## src/rtl/pc16_pkg.sv

```systemverilog
// pc16_pkg: shared PC/return-stack definitions.
// Command priority encoding and default address width.
package pc16_pkg;

  localparam int PC_WIDTH = 16;

  typedef logic [2:0] cmd_t;

  localparam cmd_t CMD_CLR  = 3'd0;
  localparam cmd_t CMD_RET  = 3'd1;
  localparam cmd_t CMD_CALL = 3'd2;
  localparam cmd_t CMD_LOAD = 3'd3;
  localparam cmd_t CMD_INC  = 3'd4;
  localparam cmd_t CMD_HOLD = 3'd5;

endpackage

```

## src/rtl/inc16.sv

```systemverilog
// inc16: combinational +1 incrementer, wraps at all-ones.
// Ports: in (value), out (value + 1).
module inc16 #(
  parameter int WIDTH = 16
) (
  input  logic [WIDTH-1:0] in,
  output logic [WIDTH-1:0] out
);

  assign out = in + WIDTH'(1);

endmodule

```

## src/rtl/pc16_ret_stack.sv

```systemverilog
// ret_stack: LIFO of return addresses with count/full/empty.
// Ports: clk, rst_n, clr, push, pop, push_data, top, count, full, empty.
module ret_stack
  import pc16_pkg::*;
#(
  parameter int WIDTH = PC_WIDTH,
  parameter int DEPTH = 8
) (
  input  logic                       clk,
  input  logic                       rst_n,
  input  logic                       clr,
  input  logic                       push,
  input  logic                       pop,
  input  logic [WIDTH-1:0]           push_data,
  output logic [WIDTH-1:0]           top,
  output logic [$clog2(DEPTH+1)-1:0] count,
  output logic                       full,
  output logic                       empty
);

  localparam int CW = $clog2(DEPTH+1);
  localparam int IW = $clog2(DEPTH);

  logic [WIDTH-1:0] mem [DEPTH];
  logic [CW-1:0]    top_cnt;
  logic [IW-1:0]    wr_idx;
  logic [IW-1:0]    rd_idx;

  assign full    = (count == CW'(DEPTH));
  assign empty   = (count == '0);
  assign top_cnt = count - CW'(1);
  assign wr_idx  = count[IW-1:0];
  assign rd_idx  = top_cnt[IW-1:0];

  // Gate the read so an empty stack never exposes stale entries.
  assign top = empty ? '0 : mem[rd_idx];

  always_ff @(posedge clk or negedge rst_n) begin
    if (!rst_n) begin
      count <= '0;
    end else if (clr) begin
      count <= '0;
    end else if (push && !full) begin
      count <= count + CW'(1);
    end else if (pop && !empty) begin
      count <= count - CW'(1);
    end
  end

  // Contents need no reset; only count-qualified reads are used.
  always_ff @(posedge clk) begin
    if (!clr && push && !full) begin
      mem[wr_idx] <= push_data;
    end
  end

endmodule

```

## src/rtl/pc16.sv

```systemverilog
// pc16: program counter with hardware return-address stack.
// Ports: clk, rst_n, clr, load, inc, call, ret, in, out, sp_count, ovf, unf.
module pc16
  import pc16_pkg::*;
#(
  parameter int               WIDTH      = PC_WIDTH,
  parameter int               DEPTH      = 8,
  parameter logic [WIDTH-1:0] RESET_ADDR = '0
) (
  input  logic                       clk,
  input  logic                       rst_n,
  input  logic                       clr,
  input  logic                       load,
  input  logic                       inc,
  input  logic                       call,
  input  logic                       ret,
  input  logic [WIDTH-1:0]           in,
  output logic [WIDTH-1:0]           out,
  output logic [$clog2(DEPTH+1)-1:0] sp_count,
  output logic                       ovf,
  output logic                       unf
);

  cmd_t             cmd;
  logic [WIDTH-1:0] pc_inc;
  logic [WIDTH-1:0] top;
  logic [WIDTH-1:0] pc_nxt;
  logic             full;
  logic             empty;
  logic             push;
  logic             pop;

  always_comb begin
    cmd = CMD_HOLD;
    priority case (1'b1)
      clr:     cmd = CMD_CLR;
      ret:     cmd = CMD_RET;
      call:    cmd = CMD_CALL;
      load:    cmd = CMD_LOAD;
      inc:     cmd = CMD_INC;
      default: cmd = CMD_HOLD;
    endcase
  end

  assign push = (cmd == CMD_CALL) && !full;
  assign pop  = (cmd == CMD_RET) && !empty;

  inc16 #(
    .WIDTH (WIDTH)
  ) u_inc (
    .in  (out),
    .out (pc_inc)
  );

  ret_stack #(
    .WIDTH (WIDTH),
    .DEPTH (DEPTH)
  ) u_stack (
    .clk       (clk),
    .rst_n     (rst_n),
    .clr       (cmd == CMD_CLR),
    .push      (push),
    .pop       (pop),
    .push_data (pc_inc),
    .top       (top),
    .count     (sp_count),
    .full      (full),
    .empty     (empty)
  );

  always_comb begin
    pc_nxt = out;
    case (cmd)
      CMD_CLR:  pc_nxt = RESET_ADDR;
      CMD_RET:  pc_nxt = empty ? out : top;
      CMD_CALL: pc_nxt = full ? out : in;
      CMD_LOAD: pc_nxt = in;
      CMD_INC:  pc_nxt = pc_inc;
      default:  pc_nxt = out;
    endcase
  end

  always_ff @(posedge clk or negedge rst_n) begin
    if (!rst_n) begin
      out <= RESET_ADDR;
      ovf <= 1'b0;
      unf <= 1'b0;
    end else begin
      out <= pc_nxt;
      if (cmd == CMD_CLR) begin
        ovf <= 1'b0;
        unf <= 1'b0;
      end else begin
        if (cmd == CMD_CALL && full) ovf <= 1'b1;
        if (cmd == CMD_RET && empty) unf <= 1'b1;
      end
    end
  end

endmodule

```

## config.mk

```make
export PLATFORM = sky130hd
export DESIGN_NAME = pc16
export DESIGN_NICKNAME = d
export VERILOG_FILES = /design/src/rtl/pc16_pkg.sv /design/src/rtl/inc16.sv /design/src/rtl/pc16_ret_stack.sv /design/src/rtl/pc16.sv
export SDC_FILE = /design/constraint.sdc
export NUM_CORES = 1
export LEC_CHECK = 0
export ABC_CLOCK_PERIOD_IN_PS = 4300
export BUFFER_PORTS_ARGS = -buffer_cell sky130_fd_sc_hd__buf_2
export CAP_MARGIN = 20
export CORE_ASPECT_RATIO = 1.1
export CORE_MARGIN = 2
export CORE_UTILIZATION = 50
export DETAILED_ROUTE_END_ITERATION = 12
export GPL_TIMING_DRIVEN = 0
export PLACE_DENSITY = 0.68
export SLEW_MARGIN = 20
export SYNTH_ARGS = -nofsm -noshare
export SYNTH_HDL_FRONTEND = slang
export SYNTH_SLANG_ARGS = --single-unit
```

## constraint.sdc

```tcl
create_clock -name clk -period 4.3 [get_ports clk]
set_input_delay 0.86 -clock clk [delete_from_list [all_inputs] [get_ports clk]]
set_output_delay 0.86 -clock clk [all_outputs]
set_load 0.005 [all_outputs]
```

==> out/results.ini <==
[finish]
layout.nets=490
diodes=0
layout_common_cells=128 x edfxtp_1, 54 x buf_2, 23 x mux4_2, 22 x dfrtp_1, 18 x nand2_1
stdcell_area_um2=7780
area_growth_pct=18.0
drive_above_1_share_pct=30.7
final_common_cell=edfxtp_1

[timing]
hold_viol_final=0
rsz0062_at_grt=no
maxSlewViolCount=0
period_needed_ps=3410
setup_tns_ps=0
whs_ps=444
slew_headroom_pct=45.0
setup_viol=0
worstMarginPinSlew_ps=819
clock_skew_ps=7.18
fin_crit_sh_pct=79.2
fmax_mhz=294

[place]
place_hpwl_um=10000
port_buffers=44
postPlaceCellArea_um2=7170
place_congestion=0.872

[cts]
htreeDepth=4
clkSinkCount=150
cts-root-buf=clkbuf_16
clk_pin_slew_ps=60
cts-buffers-inserted=17
holdBufCountCts=0
cts_tree=done
clk_latency_ps=420
clockBufferDepth=2
postCtsResizedCells=0
post_cts_buffers=0

[route]
routedWlPerCell_um=24.0
drc=0
dr_total_vias=3976
routed_wl_um=15300
drt_iter0_drc=402
viasPerCell=6.24
postRouteAntennaNets=0
dr.pass1.iters=6

[logic_synthesis]
netlist-cell-type-count=56
synthArstFlopShare_pct=14.7
synth.cell_area_um2=6590
syn-num-nets=415
synth_edf_count=128
yosysTopAreaCellShare_pct=58.3
ys.flop_type=edfxtp_1
ys_ff_latch=150
synth_top_area_cell=edfxtp_1
syn_avg_cell_area_um2=17.0
seq_area_frac_synth_pct=66.6
yosysWarningCount=0
syn_inst=389
synth_area_leaders=edfxtp_1 58%, dfrtp_1 8.3%, mux4_2 7.9%

[floorplanning]
num_io_pins=45
start_util_pct=50.5
rows=44
die_h_um=124
dieArea_um2=14100
die_w_um=113
core_area_um2=13000

[power]
peakVddDrop_uv=278
power_density_nw_per_um2=496
p_leak_nw=2.83

[setup_path]
path_cells=buf_6 > buf_6 > inv_1 > ha_1 > nor2b_1 > a211o_1 > buf_2 > nor4_2 > buf_2 > buf_2
rr_endpoint=u_stack.mem[0][6]
cpPeakStageDelay_ps=600
worstReg2RegStart=u_stack.count[0]
crit_type=flop to flop
reg2reg_slack_ps=890
crit_arrival_ps=3530
critical_path_required_ps=4430
start_kind=flop
cp_common_cell=buf_2
endpoint_kind=flop
slowest_stage=nor4_2
cp_max_fo=10
reg2regPathDepth=10

[outcome]
status=finished clean

[grt]
first_global_vias=3982
grt_pass1_wl_um=23400
track_usage_pct=22.9
grt_max_degree=23
gr-total-overflow=0
antenna_found_initial=0

[flow_run]
max_cap_violations=0

[hold_path]
hp-class=input pin to async pin

[sequential cells by signal (all words and copies together) (netlist names)]
name,cells
u_stack.mem,128
out,16
unf,1
ovf,1
u_stack.count,4
[worst max-delay path by stage]
stage | start | endpoint | cells after the start
floorplan | u_stack.count[0] | u_stack.mem[0][0] | 8
global placement | u_stack.count[0] | u_stack.mem[0][5] | 8
detailed placement | u_stack.count[0] | u_stack.mem[0][6] | 10
CTS | u_stack.count[0] | u_stack.mem[0][6] | 10
global route | u_stack.count[0] | u_stack.mem[0][4] | 10
finish | u_stack.count[0] | u_stack.mem[0][6] | 10
[synth_stat cells, types with 5 or more instances]
master,count
inv_1,8
edfxtp_1,128
buf_2,8
mux4_1,9
and3_1,6
xnor2_1,10
nor2_1,13
xor2_1,5
dfrtp_1,22
nor3_1,13
nand2_1,18
a22oi_1,8
mux4_2,23
o21ai_0,10
nand3_1,6
a21oi_1,14
[per-layer routing]
| metal | vias to the layer above | routed length [µm] | GRT usage, % |
|---|---|---|---|
| met2 | 173 | 7700 | 37.6 |
| li1 | 1731 | - | - |
| met5 | - | 0 | 0 |
| met3 | 32 | 991 | 4.72 |
| met4 | 0 | 368 | 8.18 |
| met1 | 2040 | 6220 | 30.6 |
[report_power, final]
part / total [mW] / leakage (nW) / switching [mW] / internal [mW]
sequential: 1.73 / 1.47 / 0.0584 / 1.67
combinational: 0.600 / 1.07 / 0.347 / 0.253
clock: 1.53 / 0.289 / 0.561 / 0.968
total: 3.86 / 2.83 / 0.967 / 2.89
[per-stage QoR]
stage / setup WS, ps / util (%) / total power [mW] / cells
finish: 894 / 59.6 / 3.86 / 637
CTS: 847 / 59.6 / 3.87 / 637
detailed placement: 881 / 54.9 / 2.35 / 606
floorplan: 569 / - / 2.14 / 389
global placement: -1280 / 53.8 / 2.32 / 594
global route: 670 / 59.6 / 3.98 / 637
[layout make-up]
type,count,area [µm²]
repair buffers,56,328
flip-flops and latches,150,4390
clock buffers,19,433
clock inverters,12,178
plain buffers,21,178
fillers,954,5270
well taps,161,201
inverters,8,30.0
multi-input cells,210,2040
[kinds of logic after synthesis]
| kind of cell | synth area share (%) |
|---|---|
| compound gates | 8.20 |
| xor+xnor | 2.24 |
| fa+ha+maj | 0.569 |
| buf+inv | 3.15 |
| flops | 66.6 |
| mux | 12.0 |
| simple gates | 7.15 |
[worst max-delay path, delay by kind of cell (launching register included)]
kind / cells / cell delay (ps)
flops: 1 / 420
buf+inv: 6 / 1270
fa+ha+maj: 1 / 290
compound gates: 1 / 300
simple gates: 2 / 820
Note: power is estimated with default switching activity, not from simulation.
